**src/rtl/gray_to_bin_if.sv**
```systemverilog
// gray_to_bin_if: valid-qualified Gray-code input and binary output bundle
// for gray_to_bin. The step_err/step_err_sticky signals exist only when
// GRAY_STEP_CHECK_EN is defined.
interface gray_to_bin_if #(
    parameter int WIDTH = 4
);
    logic             in_valid;
    logic [WIDTH-1:0] gray_in;
    logic             out_valid;
    logic [WIDTH-1:0] bin_out;
`ifdef GRAY_STEP_CHECK_EN
    logic             step_err;
    logic             step_err_sticky;

    // Producer side: supplies codes and observes converted results
    modport master (
        output in_valid, gray_in,
        input  out_valid, bin_out, step_err, step_err_sticky
    );

    // Converter side
    modport slave (
        input  in_valid, gray_in,
        output out_valid, bin_out, step_err, step_err_sticky
    );
`else
    // Producer side: supplies codes and observes converted results
    modport master (
        output in_valid, gray_in,
        input  out_valid, bin_out
    );

    // Converter side
    modport slave (
        input  in_valid, gray_in,
        output out_valid, bin_out
    );
`endif
endinterface

```
**src/rtl/gray_to_bin.sv**
```systemverilog
// gray_to_bin: registered Gray-to-binary converter, one-cycle latency, one
// conversion per cycle, no backpressure.
// Optional feature macro: GRAY_STEP_CHECK_EN adds a unit-distance checker
// (step_err pulse aligned with out_valid, step_err_sticky held until reset).
module gray_to_bin #(
    parameter int WIDTH = 4
) (
    input  logic        clk,
    input  logic        rst_n,
    gray_to_bin_if.slave bus
);

    logic [WIDTH-1:0] bin_next;

    // Each binary bit is the XOR of all Gray bits at or above its position;
    // a reduction per bit avoids a long combinational self-referencing chain.
    genvar gi;
    generate
        for (gi = 0; gi < WIDTH; gi++) begin : g_conv
            assign bin_next[gi] = ^bus.gray_in[WIDTH-1:gi];
        end
    endgenerate

    // Output register: capture the conversion on every accepted input
    always_ff @(posedge clk or negedge rst_n) begin
        if (!rst_n) begin
            bus.bin_out   <= '0;
            bus.out_valid <= 1'b0;
        end else begin
            bus.out_valid <= bus.in_valid;
            if (bus.in_valid) begin
                bus.bin_out <= bin_next;
            end
        end
    end

`ifdef GRAY_STEP_CHECK_EN
    localparam logic [WIDTH-1:0] ONE = WIDTH'(1);

    logic [WIDTH-1:0] prev_code_reg;
    logic             first_sample_reg;
    logic [WIDTH-1:0] code_diff;
    logic             multi_bit;

    // More than one bit changed exactly when clearing the lowest set bit of
    // the difference still leaves something set (no popcount adder needed).
    assign code_diff = bus.gray_in ^ prev_code_reg;
    assign multi_bit = (code_diff & (code_diff - ONE)) != '0;

    // Previous-code tracking and step error flags; the first code after
    // reset has no predecessor and is never flagged.
    always_ff @(posedge clk or negedge rst_n) begin
        if (!rst_n) begin
            prev_code_reg       <= '0;
            first_sample_reg    <= 1'b1;
            bus.step_err        <= 1'b0;
            bus.step_err_sticky <= 1'b0;
        end else begin
            if (bus.in_valid) begin
                prev_code_reg    <= bus.gray_in;
                first_sample_reg <= 1'b0;
                bus.step_err     <= multi_bit && !first_sample_reg;
                if (multi_bit && !first_sample_reg) begin
                    bus.step_err_sticky <= 1'b1;
                end
            end else begin
                bus.step_err <= 1'b0;
            end
        end
    end
`endif

endmodule

```
**src/flat_wrapper.sv**
```systemverilog
// flat-port wrapper written by rule: the top's interface ports become plain ports
module gray_to_bin_flat 
#(
    parameter int WIDTH = 4
)
  (clk, rst_n, bus_in_valid, bus_gray_in, bus_out_valid, bus_bin_out);
  gray_to_bin_if #(.WIDTH(WIDTH)) bus_i ();
  input  logic clk;
  input  logic rst_n;
  input wire logic [$bits(bus_i.in_valid)-1:0] bus_in_valid;
  input wire logic [$bits(bus_i.gray_in)-1:0] bus_gray_in;
  output wire logic [$bits(bus_i.out_valid)-1:0] bus_out_valid;
  output wire logic [$bits(bus_i.bin_out)-1:0] bus_bin_out;
  assign bus_i.in_valid = bus_in_valid;
  assign bus_i.gray_in = bus_gray_in;
  assign bus_out_valid = bus_i.out_valid;
  assign bus_bin_out = bus_i.bin_out;
  gray_to_bin #(.WIDTH(WIDTH)) u_core (.clk(clk), .rst_n(rst_n), .bus(bus_i));
endmodule
```
**config.mk**
```make
export PLATFORM = sky130hd
export DESIGN_NAME = gray_to_bin_flat
export DESIGN_NICKNAME = d
export VERILOG_FILES = /design/src/rtl/gray_to_bin_if.sv /design/src/rtl/gray_to_bin.sv /design/src/flat_wrapper.sv
export SDC_FILE = /design/constraint.sdc
export NUM_CORES = 1
export LEC_CHECK = 0
export ABC_CLOCK_PERIOD_IN_PS = 800
export BUFFER_PORTS_ARGS = -buffer_cell sky130_fd_sc_hd__buf_2
export CORE_AREA = 8 8 45 47
export CTS_CLUSTER_DIAMETER = 120
export DETAILED_ROUTE_END_ITERATION = 6
export DIE_AREA = 0 0 53 55
export PLACE_DENSITY = 0.45
export SYNTH_ARGS = -nofsm -noshare
export SYNTH_HDL_FRONTEND = slang
export SYNTH_SLANG_ARGS = --single-unit
```
**constraint.sdc**
```tcl
create_clock -name clk -period 0.8 [get_ports clk]
set_input_delay 0.08 -clock clk [delete_from_list [all_inputs] [get_ports clk]]
set_output_delay 0.08 -clock clk [all_outputs]
set_load 0.01 [all_outputs]
```
==> results.md <==
| Item | Reported |
|---|---|
| Detailed-route DRC error count | 0 |
| Mux contribution to synthesized area | 11.9% |
| Ratio of final minimum period to clock period | 104% |
| Number of distinct library cell variants in the gate-level netlist after synthesis | 7 |
| Synthesized cell area | 220 sq um |
| Hold Vio Cnt, Final | 0 |
| Startpoint class of the critical path | register |
| Cell type of the slowest stage on the worst timing path | sky130_fd_sc_hd__dfrtp_1 |
| Clock Sinks | 5 |
| Mean Syn Cell Area | 13.8 sq um |
| Number of instances in the placed design | 45 |
| Post-route cell area | 368 sq um |
| Share of the core filled with cells | 26.6% |
| Buffer type at the clock tree root | sky130_fd_sc_hd__clkbuf_4 |
| Crit Path Category | register to output pin |
| Kind of cell with the highest combined delay on the critical path | flip-flops |
| Largest incremental delay on the critical path | 370 ps |
| Fraction of post-synthesis cell area in the top cell type by area | 56.8% |
| Total Routed Length | 523 um |
| Detail-routed net length per standard cell | 10.1 um |
| Top post-synthesis cells by count | 5 x sky130_fd_sc_hd__dfrtp_1, 4 x sky130_fd_sc_hd__xnor2_1, 2 x sky130_fd_sc_hd__a21oi_1, 2 x sky130_fd_sc_hd__nor2_1 |
| Simple-gate area share of the yosys netlist | 3.41% |
| Yosys reg bits | 5 |
| Combinational family with the most area after synthesis | XOR/XNOR gates |
| Worst ir drop on vdd | 730 uV |
| Cell area reported after detailed placement | 310 sq um |
| Filler Cell Count | 142 |
| Clock tree from TritonCTS | yes |
| Overall routing resource usage | 4.06% |
| Clock Latency Late Sink | 230 ps |
| Core ar. | 1380 sq um |
| Cell chain of the critical path | buf_2 |
| Seq. cell area | 125 sq um |
| Internal power consumption | 0.590 mW |
| Worst Hold Margin | 46.2 ps |
| Power Density | 2130 nW/um^2 |
| Ant diodes | 0 |
| Deepest clock path buffer count | 2 |
| Final net count | 44 |
| Floorplan die area | 2920 sq um |
| Arrival time at the worst endpoint | 750 ps |
| Maximum number of pins on one net before global-route repair | 8 |
| P_sw | 0.192 mW |
| First-pass GRT wire length | 807 um |
| Number of synthesized flops with an enable pin | 0 |
| Remaining global-route overflow | 0 |
| Relative area change from synthesis to final layout | 67.0% |
| Share of synthesized area occupied by flip-flops and latches | 56.8% |
| Number of global-route vias before repair | 196 |
| Adder and majority cell fraction of the synthesized area | 0% |
| Type of the tightest min-delay check | input port to register |
| Smallest setup slack after layout | -29.2 ps |
| Top-Level Pins | 12 |
| Number of buffers added on ports | 11 |
| Tightest Pin Transition | 159 ps |
| Clock input transition at the sequential cells of the worst setup and hold paths | 40 ps |
| Result of the run | finished with violations |
| Synthesized netlist net count | 23 |
| Proportion of total power due to net switching | 24.5% |
| Count of H-tree levels built during CTS | 1 |
| Initial Utilization | 15.9% |
| Highest attainable clock frequency | 1.21 GHz |
| Primary FF master, synth | sky130_fd_sc_hd__dfrtp_1 |
| Cell leakage power | 0.175 nW |
| Kind of end point of the critical path | output pin |
| Final Wtd Congestion | 0.599 |
| Antenna-violating nets left | 0 |
| Fin Clk Skew | 0 ps |
| Clock group share of total power | 36.4% |
| Horizontal extent of the die | 53 um |
| Setup violations, final | 5 |
| Post-synthesis compound-gate area fraction | 4.55% |
| Row count | 14 |
| Combined area of the multi-input logic cells | 95.1 sq um |
| WP buf/inv | 1 |
| Critical path peak fanout | 2 |
| Sequential fraction of design power | 38.8% |
| Number of standard cells in the layout, taps in and fillers out | 52 |
| Largest cells by area after synthesis | sky130_fd_sc_hd__dfrtp_1 57%, sky130_fd_sc_hd__xnor2_1 16%, sky130_fd_sc_hd__xnor2_2 7.4% |
| Combinational group share of total power | 24.8% |
| Tmin final | 829 ps |
| TritonCTS Buffers | 3 |
| Drt first-iter violations | 5 |
| Most common cell in the netlist | sky130_fd_sc_hd__dfrtp_1 |
| Violations in the final reports | setup timing |
| Share of cells above drive strength 1 | 58.3% |
| Cell taking the most area after synthesis | sky130_fd_sc_hd__dfrtp_1 |
| Fraction of registers with async set or reset after synthesis | 100% |
| Number of vias in the routed layout | 192 |
| Unrepaired setup endpoints after global routing | yes |
| Initial antenna violation count | 0 |
| Number of pins with negative max-slew slack in the final report | 0 |
| Parity-gate share of the synthesized area counting xor and xnor cells | 23.3% |
| Worst slew slack as a fraction of its limit | 89.4% |
| Iteration count of the initial detailed-routing pass | 4 |
| Required arrival time at the worst endpoint | 720 ps |
| Number of cells produced by synthesis | 16 |
| Warnings, synthesis | 0 |
| Max capacitance violation total | 0 |
| Detail-routed via count per cell | 3.69 |
| Die height | 55 um |
[sequential cells by signal, indices dropped and copies added, names as in the netlist]
signal                cells
u_core.bus.bin_out        4
u_core.bus.out_valid      1
[per-layer routing]
| layer | global-route usage, % | vias to the layer above | wire, um |
|---|---|---|---|
| met1 | 4.77 | 82 | 248 |
| li1 | - | 91 | - |
| met3 | 5.08 | 0 | 113 |
| met4 | 2.59 | 0 | 0 |
| met2 | 3.52 | 19 | 162 |
| met5 | 0 | - | 0 |
[power groups by stage]
stage / combinational [mW] / sequential (mW) / clock [mW]
global route: 0.210 / 0.306 / 0.321
CTS: 0.173 / 0.303 / 0.303
detailed placement: 0.168 / 0.306 / 0
global placement: 0.164 / 0.305 / 0
floorplan: 0.0666 / 0.323 / 0
finish: 0.194 / 0.303 / 0.285
[placed cells by master (no fill, tap or decap)]
master	synthesis	routed
sky130_fd_sc_hd__a21oi_1	2	2
sky130_fd_sc_hd__buf_2	0	10
sky130_fd_sc_hd__buf_4	0	4
sky130_fd_sc_hd__buf_6	0	1
sky130_fd_sc_hd__clkbuf_1	0	1
sky130_fd_sc_hd__clkbuf_4	0	3
sky130_fd_sc_hd__dfrtp_1	5	5
sky130_fd_sc_hd__dlygate4sd3_1	0	1
sky130_fd_sc_hd__mux2_2	1	1
sky130_fd_sc_hd__mux2_4	1	1
sky130_fd_sc_hd__nor2_1	2	2
sky130_fd_sc_hd__xnor2_1	4	4
sky130_fd_sc_hd__xnor2_2	1	1
[through the flow]
| stage | setup TNS (ps) | power, mW | worst slack (ps) |
|---|---|---|---|
| after CTS | -176 | 0.779 | -42.4 |
| after floorplan | 0 | 0.390 | 20.7 |
| after detailed placement | -90.9 | 0.475 | -49.1 |
| after global routing | -266 | 0.838 | -64.0 |
| final | -100 | 0.782 | -29.2 |
| after global placement | -61.2 | 0.470 | -32.2 |
[area by class of cell]
class	count	share of cell area [%]
multi-input combinational	11	25.9
clock buffer	4	7.14
sequential	5	34.0
tap	16	5.44
timing repair buffer	16	27.6
[kinds of logic after synthesis]
group	count (synthesis)
AOI/OAI and AO/OA	2
DFF	5
xor gates and xnor gates	5
muxes	2
and+or+nand+nor	2
[timing repair]
action / CTS / global route
endpoints found under the setup margin: 5 / 5
buffers inserted: 0 / 2
hold endpoints to repair: 5 / 0
gates resized for setup: 0 / 1
hold buffers: 1 / 0
[path summary, 6_finish.rpt]
check / endpoint / depth (start not counted) / from / slack, ps
max in group asynchronous: u_core.bus.bin_out[1] / 2 / rst_n / 480
max: bus_bin_out[1] / 1 / u_core.bus.bin_out[1] / -30
min reg2reg: u_core.bus.bin_out[1] / 1 / u_core.bus.bin_out[1] / 510
min in group asynchronous: u_core.bus.out_valid / 2 / rst_n / 190
max reg2reg: u_core.bus.bin_out[1] / 1 / u_core.bus.bin_out[1] / 50
min: u_core.bus.out_valid / 1 / bus_in_valid / 50
(Power assumes the default switching activity.)
